## config.mk

```make
export PLATFORM = sky130hd
export DESIGN_NAME = serial_comparator
export DESIGN_NICKNAME = d
export VERILOG_FILES = /design/src/rtl/serial_comparator.sv
export SDC_FILE = /design/constraint.sdc
export NUM_CORES = 1
export LEC_CHECK = 0
export ABC_AREA = 1
export CAP_MARGIN = 20
export CORE_MARGIN = 4
export CORE_UTILIZATION = 30
export CTS_CLUSTER_DIAMETER = 80
export CTS_CLUSTER_SIZE = 16
export DETAILED_ROUTE_END_ITERATION = 6
export PLACE_DENSITY_LB_ADDON = 0.2
export SLEW_MARGIN = 15
export SYNTH_ARGS = -nofsm -noshare
export SYNTH_HDL_FRONTEND = slang
export SYNTH_SLANG_ARGS = --single-unit
```

## constraint.sdc

```tcl
create_clock -name clk -period 2.3 [get_ports clk]
set_clock_uncertainty 0.2 [all_clocks]
set_input_delay 0.345 -clock clk [delete_from_list [all_inputs] [get_ports clk]]
set_output_delay 0.345 -clock clk [all_outputs]
set_load 0.1 [all_outputs]
```

## src/rtl/serial_comparator.sv

```systemverilog
// MSB-first serial unsigned magnitude comparator: K = A > B, L = A < B, one bit per clock.
// Define SERIAL_COMPARATOR_EARLY_EXIT_EN to finish on the first differing bit.
module serial_comparator #(
    parameter int unsigned WIDTH = 8
) (
    input  logic             clk,
    input  logic             reset,
    input  logic             start,
    input  logic [WIDTH-1:0] A_in,
    input  logic [WIDTH-1:0] B_in,
    output logic             busy,
    output logic             done,
    output logic             K,
    output logic             L
);

    localparam int unsigned CntW = $clog2(WIDTH + 1);

    typedef enum logic [1:0] {StIdle, StShift, StDone} state_e;

    state_e           state_q, state_d;
    logic [WIDTH-1:0] sa_q, sa_d;
    logic [WIDTH-1:0] sb_q, sb_d;
    logic [CntW-1:0]  cnt_q, cnt_d;
    logic             k_q, k_d;
    logic             l_q, l_d;
    logic             bit_a, bit_b, first_diff;

    always_comb begin
        state_d    = state_q;
        sa_d       = sa_q;
        sb_d       = sb_q;
        cnt_d      = cnt_q;
        k_d        = k_q;
        l_d        = l_q;
        bit_a      = sa_q[WIDTH-1];
        bit_b      = sb_q[WIDTH-1];
        // Flags freeze once any difference has been recorded.
        first_diff = !k_q && !l_q && (bit_a != bit_b);

        case (state_q)
            StIdle, StDone: begin
                if (start) begin
                    sa_d    = A_in;
                    sb_d    = B_in;
                    cnt_d   = CntW'(WIDTH);
                    k_d     = 1'b0;
                    l_d     = 1'b0;
                    state_d = StShift;
                end else begin
                    state_d = StIdle;
                end
            end
            StShift: begin
                if (first_diff) begin
                    k_d = bit_a & ~bit_b;
                    l_d = ~bit_a & bit_b;
                end
                sa_d  = {sa_q[WIDTH-2:0], 1'b0};
                sb_d  = {sb_q[WIDTH-2:0], 1'b0};
                cnt_d = cnt_q - CntW'(1);
                if (cnt_q == CntW'(1)) begin
                    state_d = StDone;
                end
`ifdef SERIAL_COMPARATOR_EARLY_EXIT_EN
                if (first_diff) begin
                    state_d = StDone;
                end
`endif
            end
            default: state_d = StIdle;
        endcase
    end

    always_ff @(posedge clk) begin
        if (reset) begin
            state_q <= StIdle;
            sa_q    <= '0;
            sb_q    <= '0;
            cnt_q   <= '0;
            k_q     <= 1'b0;
            l_q     <= 1'b0;
        end else begin
            state_q <= state_d;
            sa_q    <= sa_d;
            sb_q    <= sb_d;
            cnt_q   <= cnt_d;
            k_q     <= k_d;
            l_q     <= l_d;
        end
    end

    assign busy = (state_q == StShift);
    assign done = (state_q == StDone);
    assign K    = k_q;
    assign L    = l_q;

endmodule
```

== Word-level counts from Yosys, hierarchy flattened ==
Index checks and enable logic that the tools add are counted.
W data, S select, Z words.
Word-level totals
  bits of input ports: 19
  output and inout bits: 4
  register bits after elaboration: 24
  logic and storage cells: 41
Operators by class
  bitwise operators: 4
  add/sub/neg operators: 1
  muxes and demuxes: 14
  equal/unequal tests: 7
  reductions and logical operators: 9
Operator list (count)
  $pmux W8 S2: 2
  $mux W8: 2
  $pmux W4 S2: 1
  $eq A4 B1 Y1 const B: 1
  $mux W1: 4
  $mux W4: 1
  $ne A2 B1 Y1 const B: 2
  $pmux W1 S2: 2
  $pmux W2 S2: 1
  $sub A4 B1 Y4 const B: 1
  $reduce_and A3 Y1: 1
  $and A1 B1 Y1: 2
  $eq A2 B1 Y1 const B: 1
  $eq A2 B2 Y1 const B: 1
  $logic_and A1 B1 Y1: 2
  $logic_not A1 Y1: 2
  $logic_not A2 Y1: 1
  $mux W2: 1
  $ne A2 B2 Y1 const B: 1
  $not A1 Y1: 2
  $reduce_and A2 Y1: 1
  $reduce_bool A2 Y1: 1
  $reduce_or A2 Y1: 1
  $ne A1 B1 Y1: 1

== Logic depth before layout (Yosys ltp) ==
  depth in word-level cells: 5
  mapped depth: 7
  gate-level depth less buffers: 7

== Least setup slack after synthesis ==
OpenSTA, ideal clock, no wires.
  kind: reg-to-output
  start: reg state_q[1]
  end: out done
  required time: 1.755 ns
  stages on the path, launching flop included: 3
  data arrival time: 1.669 ns
  slack: 0.086 ns
  buffers on the path: 0
  cell sequence: dfxtp_1 > inv_1 > nor2_1
Between the ends
  word-level cells in the longest chain between the ends: 1
RTL lines
  from (decl): line 21  | state_e state_q, state_d;
  from (signal assigned): line 77  | state_q <= StIdle;
  from (signal assigned): line 84  | state_q <= state_d;
  $eq A2 B2 Y1: line 94  | assign done = (state_q == StDone);
  to (decl): line 12  | output logic done,
No other way between the ends.

== Worst setup path after layout ==
  start: reg state_q[0]
  end: out busy
Between the ends
  word-level cells in the longest chain between the ends: 1
RTL lines
  $eq A2 B1 Y1: line 93  | assign busy = (state_q == StShift);
  to (decl): line 11  | output logic busy,
No other way between the ends.

==> parameters.txt <==
Parameter                              Value

Outcome
  Run status ... completed

CTS
  Count of instances resized after the clock tree is built ... 0
  CTS root buf ... sky130_fd_sc_hd__clkbuf_8
  H-Tree Depth ... 1
  CTS tree ... built
  Num Clock Sinks ... 24
  Post-CTS Hold Buffers ... 0
  CTS buffer count ... 3
  Setup fix buffers added after clock tree synthesis ... 0
  Clock input transition at the sequential cells of the worst setup and hold paths ... 0.09 ns
  Buffer depth of the longest clock path ... 2
  Clock insertion delay at the later pin of the skew report ... 0.27 ns

Layout
  Nets@finish ... 212
  Non-Filler Cell Area, Final ... 0.001464 sq mm
  Number of antenna diodes ... 0
  Sequential cell area ... 480.5 sq um
  Footprint of the multi-input gates ... 535.5 sq um
  Fill cells ... 373
  Layout cells sized above 1 ... 9.043%
  Synthesis-to-finish area growth ... 30.14%

Power and ir drop
  Share of total power in combinational logic ... 24.9%
  Sequential group share of total power ... 42.5%
  Internal power of the cells ... 792.8 uW
  P per Cell Area ... 776.1 mW/mm^2
  Worst vdd rail ir drop ... 0.0003396 V
  Switching Fraction ... 30.22%
  Static leakage power ... 0.6560 nW
  Clk pwr share ... 32.6%
  Switching power total ... 343.3 uW

Yosys
  Cell types with the largest area share after synthesis ... sky130_fd_sc_hd__dfxtp_1 43%, sky130_fd_sc_hd__nand2_1 17%, sky130_fd_sc_hd__nor2_1 7.7%
  Commonest cells in the netlist ... 50 x sky130_fd_sc_hd__nand2_1, 24 x sky130_fd_sc_hd__dfxtp_1, 23 x sky130_fd_sc_hd__nor2_1
  Fraction of registers with async set or reset after synthesis ... 0%
  Distinct cell type count of the synthesized netlist ... 21
  Count of state elements after synthesis ... 24
  Most area-hungry cell type in the Yosys netlist ... sky130_fd_sc_hd__dfxtp_1
  Flip-flop cell with the highest count after synthesis ... sky130_fd_sc_hd__dfxtp_1
  Proportion of synthesized chip area in sequential cells ... 42.71%
  Post-Synthesis Cells ... 164
  Mean Syn Cell Area ... 6.859 sq um
  Share of the synthesized area in the top cell type ... 42.71%
  Synth Warn # ... 0
  Post-synth EDFFs ... 0
  Cell with the most instances after synthesis ... sky130_fd_sc_hd__nand2_1
  Area of the mapped netlist ... 0.001125 sq mm
  Syn Nets ... 187

Placement
  Area post-placement ... 0.001393 sq mm
  Final weighted congestion of routability-driven global placement ... 0.7515
  Pre-CTS worst setup slack ... 0.5544 ns
  Buffers on Ports ... 22
  DP HPWL ... 1792 um

Global route
  Global-route wire length before repair ... 4581 um
  Global route total overflow ... 0
  Maximum number of pins on one net before global-route repair ... 18
  Antenna violations before repair ... 0
  Via count of the first global-routing pass ... 1063
  Total track usage ... 11.55%

Job
  Number of violations of the max-capacitance limit ... 0

Setup path
  CP required ... 1.75 ns
  Number of cells traversed by the worst register-to-register path ... 5
  Critical Path Start Type ... register
  Maximum cell stage delay along the critical path ... 0.40 ns
  Endpoint kind of the worst setup timing path ... primary output
  Crit path DAT ... 1.31 ns
  Critical path origin ... state_q[0]$_SDFFE_PP0P_
  Critical path cell sequence ... inv_2, nor2_4, buf_12
  Path type of the worst setup path ... reg2out
  Slowest library cell on the worst path ... sky130_fd_sc_hd__dfxtp_1
  CP max FO ... 12
  Launching point of the worst reg2reg path ... state_q[0]$_SDFFE_PP0P_

Timing
  Pins over their slew limit ... 0
  Slew of the pin with the lowest slew margin ... 0.3793 ns
  Worst hold slack across all endpoints ... 0.2635 ns
  Setup TNS ... 0 ns
  Min Tclk post-route ... 1.854 ns
  Hold violation count in the final report ... 0
  Unrepaired setup endpoints after global routing ... false
  Maximum clock frequency ... 539.5 MHz
  Final critical-path setup slack ... 0.4464 ns
  Final Cycle Share ... 80.59%
  Number of failing setup endpoints in the final timing report ... 0
  Relative slew slack ... 74.65%

Route
  Routed wire length per instance ... 10.76 um
  DRC violation count after routing ... 0
  Antenna Violating Nets Remaining ... 0
  Post-Route WL ... 2517 um
  Vias ... 1045
  1st-iter DRT viols ... 49
  First drt pass iteration count ... 4
  Via count normalized by instance count ... 4.466

Die
  Vert. Die Dim ... 69.23 um
  Die ar. ... 0.004793 sq mm
  # rows ... 21
  Placeable core region ... 0.003468 sq mm
  Effective utilization at floorplan ... 32.43%
  I/O pin count ... 23
  Horizontal die dimension ... 69.23 um

Min path
  Worst Hold Depth ... 2
  Classification of the worst-slack hold path ... reg2reg
  Hold path start ... sa_q[4]$_SDFFE_PP0P_
power by group through the flow:
| stage | Combinational, mW | Sequential (mW) | Clock [mW] |
|---|---|---|---|
| global placement | 0.281 | 0.490 | 0 |
| global route | 0.316 | 0.489 | 0.404 |
| detailed placement | 0.284 | 0.492 | 0 |
| finish | 0.283 | 0.483 | 0.370 |
| floorplan | 0.175 | 0.515 | 0 |
| CTS | 0.285 | 0.482 | 0.382 |
routing by layer:
metal	global-route usage (%)	part of all wire, %	up-vias
li1	-	-	556
met1	12.99	46	463
met2	19.60	47	22
met3	4.493	5.5	4
met4	4.338	1.3	0
met5	0	0	-
final cells by class:
cell class | instances | share of cell area [%]
clock buffer | 3 | 2.821
clock inverter | 1 | 2.051
inverter | 19 | 5.043
multi-input combinational | 116 | 36.58
sequential | 24 | 32.82
tap | 46 | 3.932
timing repair buffer | 25 | 16.75
state kept, by name, indices dropped and copies added (netlist names):
name,count
sb_q,8
K,1
sa_q,8
cnt_q,4
state_q,2
L,1
through the flow:
| stage | cells | power, mW | utilization (%) |
|---|---|---|---|
| global route | 234 | 1.208 | 42.21 |
| floorplan | 164 | 0.6900 | - |
| detailed placement | 230 | 0.7754 | 40.15 |
| CTS | 234 | 1.150 | 42.21 |
| finish | 234 | 1.136 | 42.21 |
| global placement | 230 | 0.7713 | 40.15 |
worst paths after layout:
path | end | slack (ns)
hold / removal | sa_q[5]$_SDFFE_PP0P_ | 0.26
setup / recovery | busy | 0.45
hold reg to reg | sa_q[5]$_SDFFE_PP0P_ | 0.26
setup reg to reg | L$_SDFFE_PP0P_ | 0.76
logic make-up after synthesis:
family,count (synthesis),share of synthesized area [%]
AND/OR/NAND/NOR,89,32.81
buffers and inverters,24,9.676
flip-flops,24,42.71
AO/OA/AOI/OAI,23,10.34
adder cells (fa/ha/maj),4,4.450
critical path, delay by kind of cell (launching register included):
kind	cells	cell delay, ns
buffers and inverters	2	0.32
AND/OR/NAND/NOR	1	0.31
flip-flops	1	0.40
placed cells by master, fill, tap and decap left out, types with 2 or more instances in the layout:
cell and instances:
sky130_fd_sc_hd__inv_1 16, sky130_fd_sc_hd__nand2_1 50, sky130_fd_sc_hd__dfxtp_1 24, sky130_fd_sc_hd__a21oi_1 17, sky130_fd_sc_hd__o21ai_0 2, sky130_fd_sc_hd__o21ai_1 3, sky130_fd_sc_hd__nor2_1 23, sky130_fd_sc_hd__nand3_1 12
sky130_fd_sc_hd__clkbuf_8 3, sky130_fd_sc_hd__ha_1 4, sky130_fd_sc_hd__buf_4 6, sky130_fd_sc_hd__clkdlybuf4s50_1 18
Power figures use the tool's default switching activity.
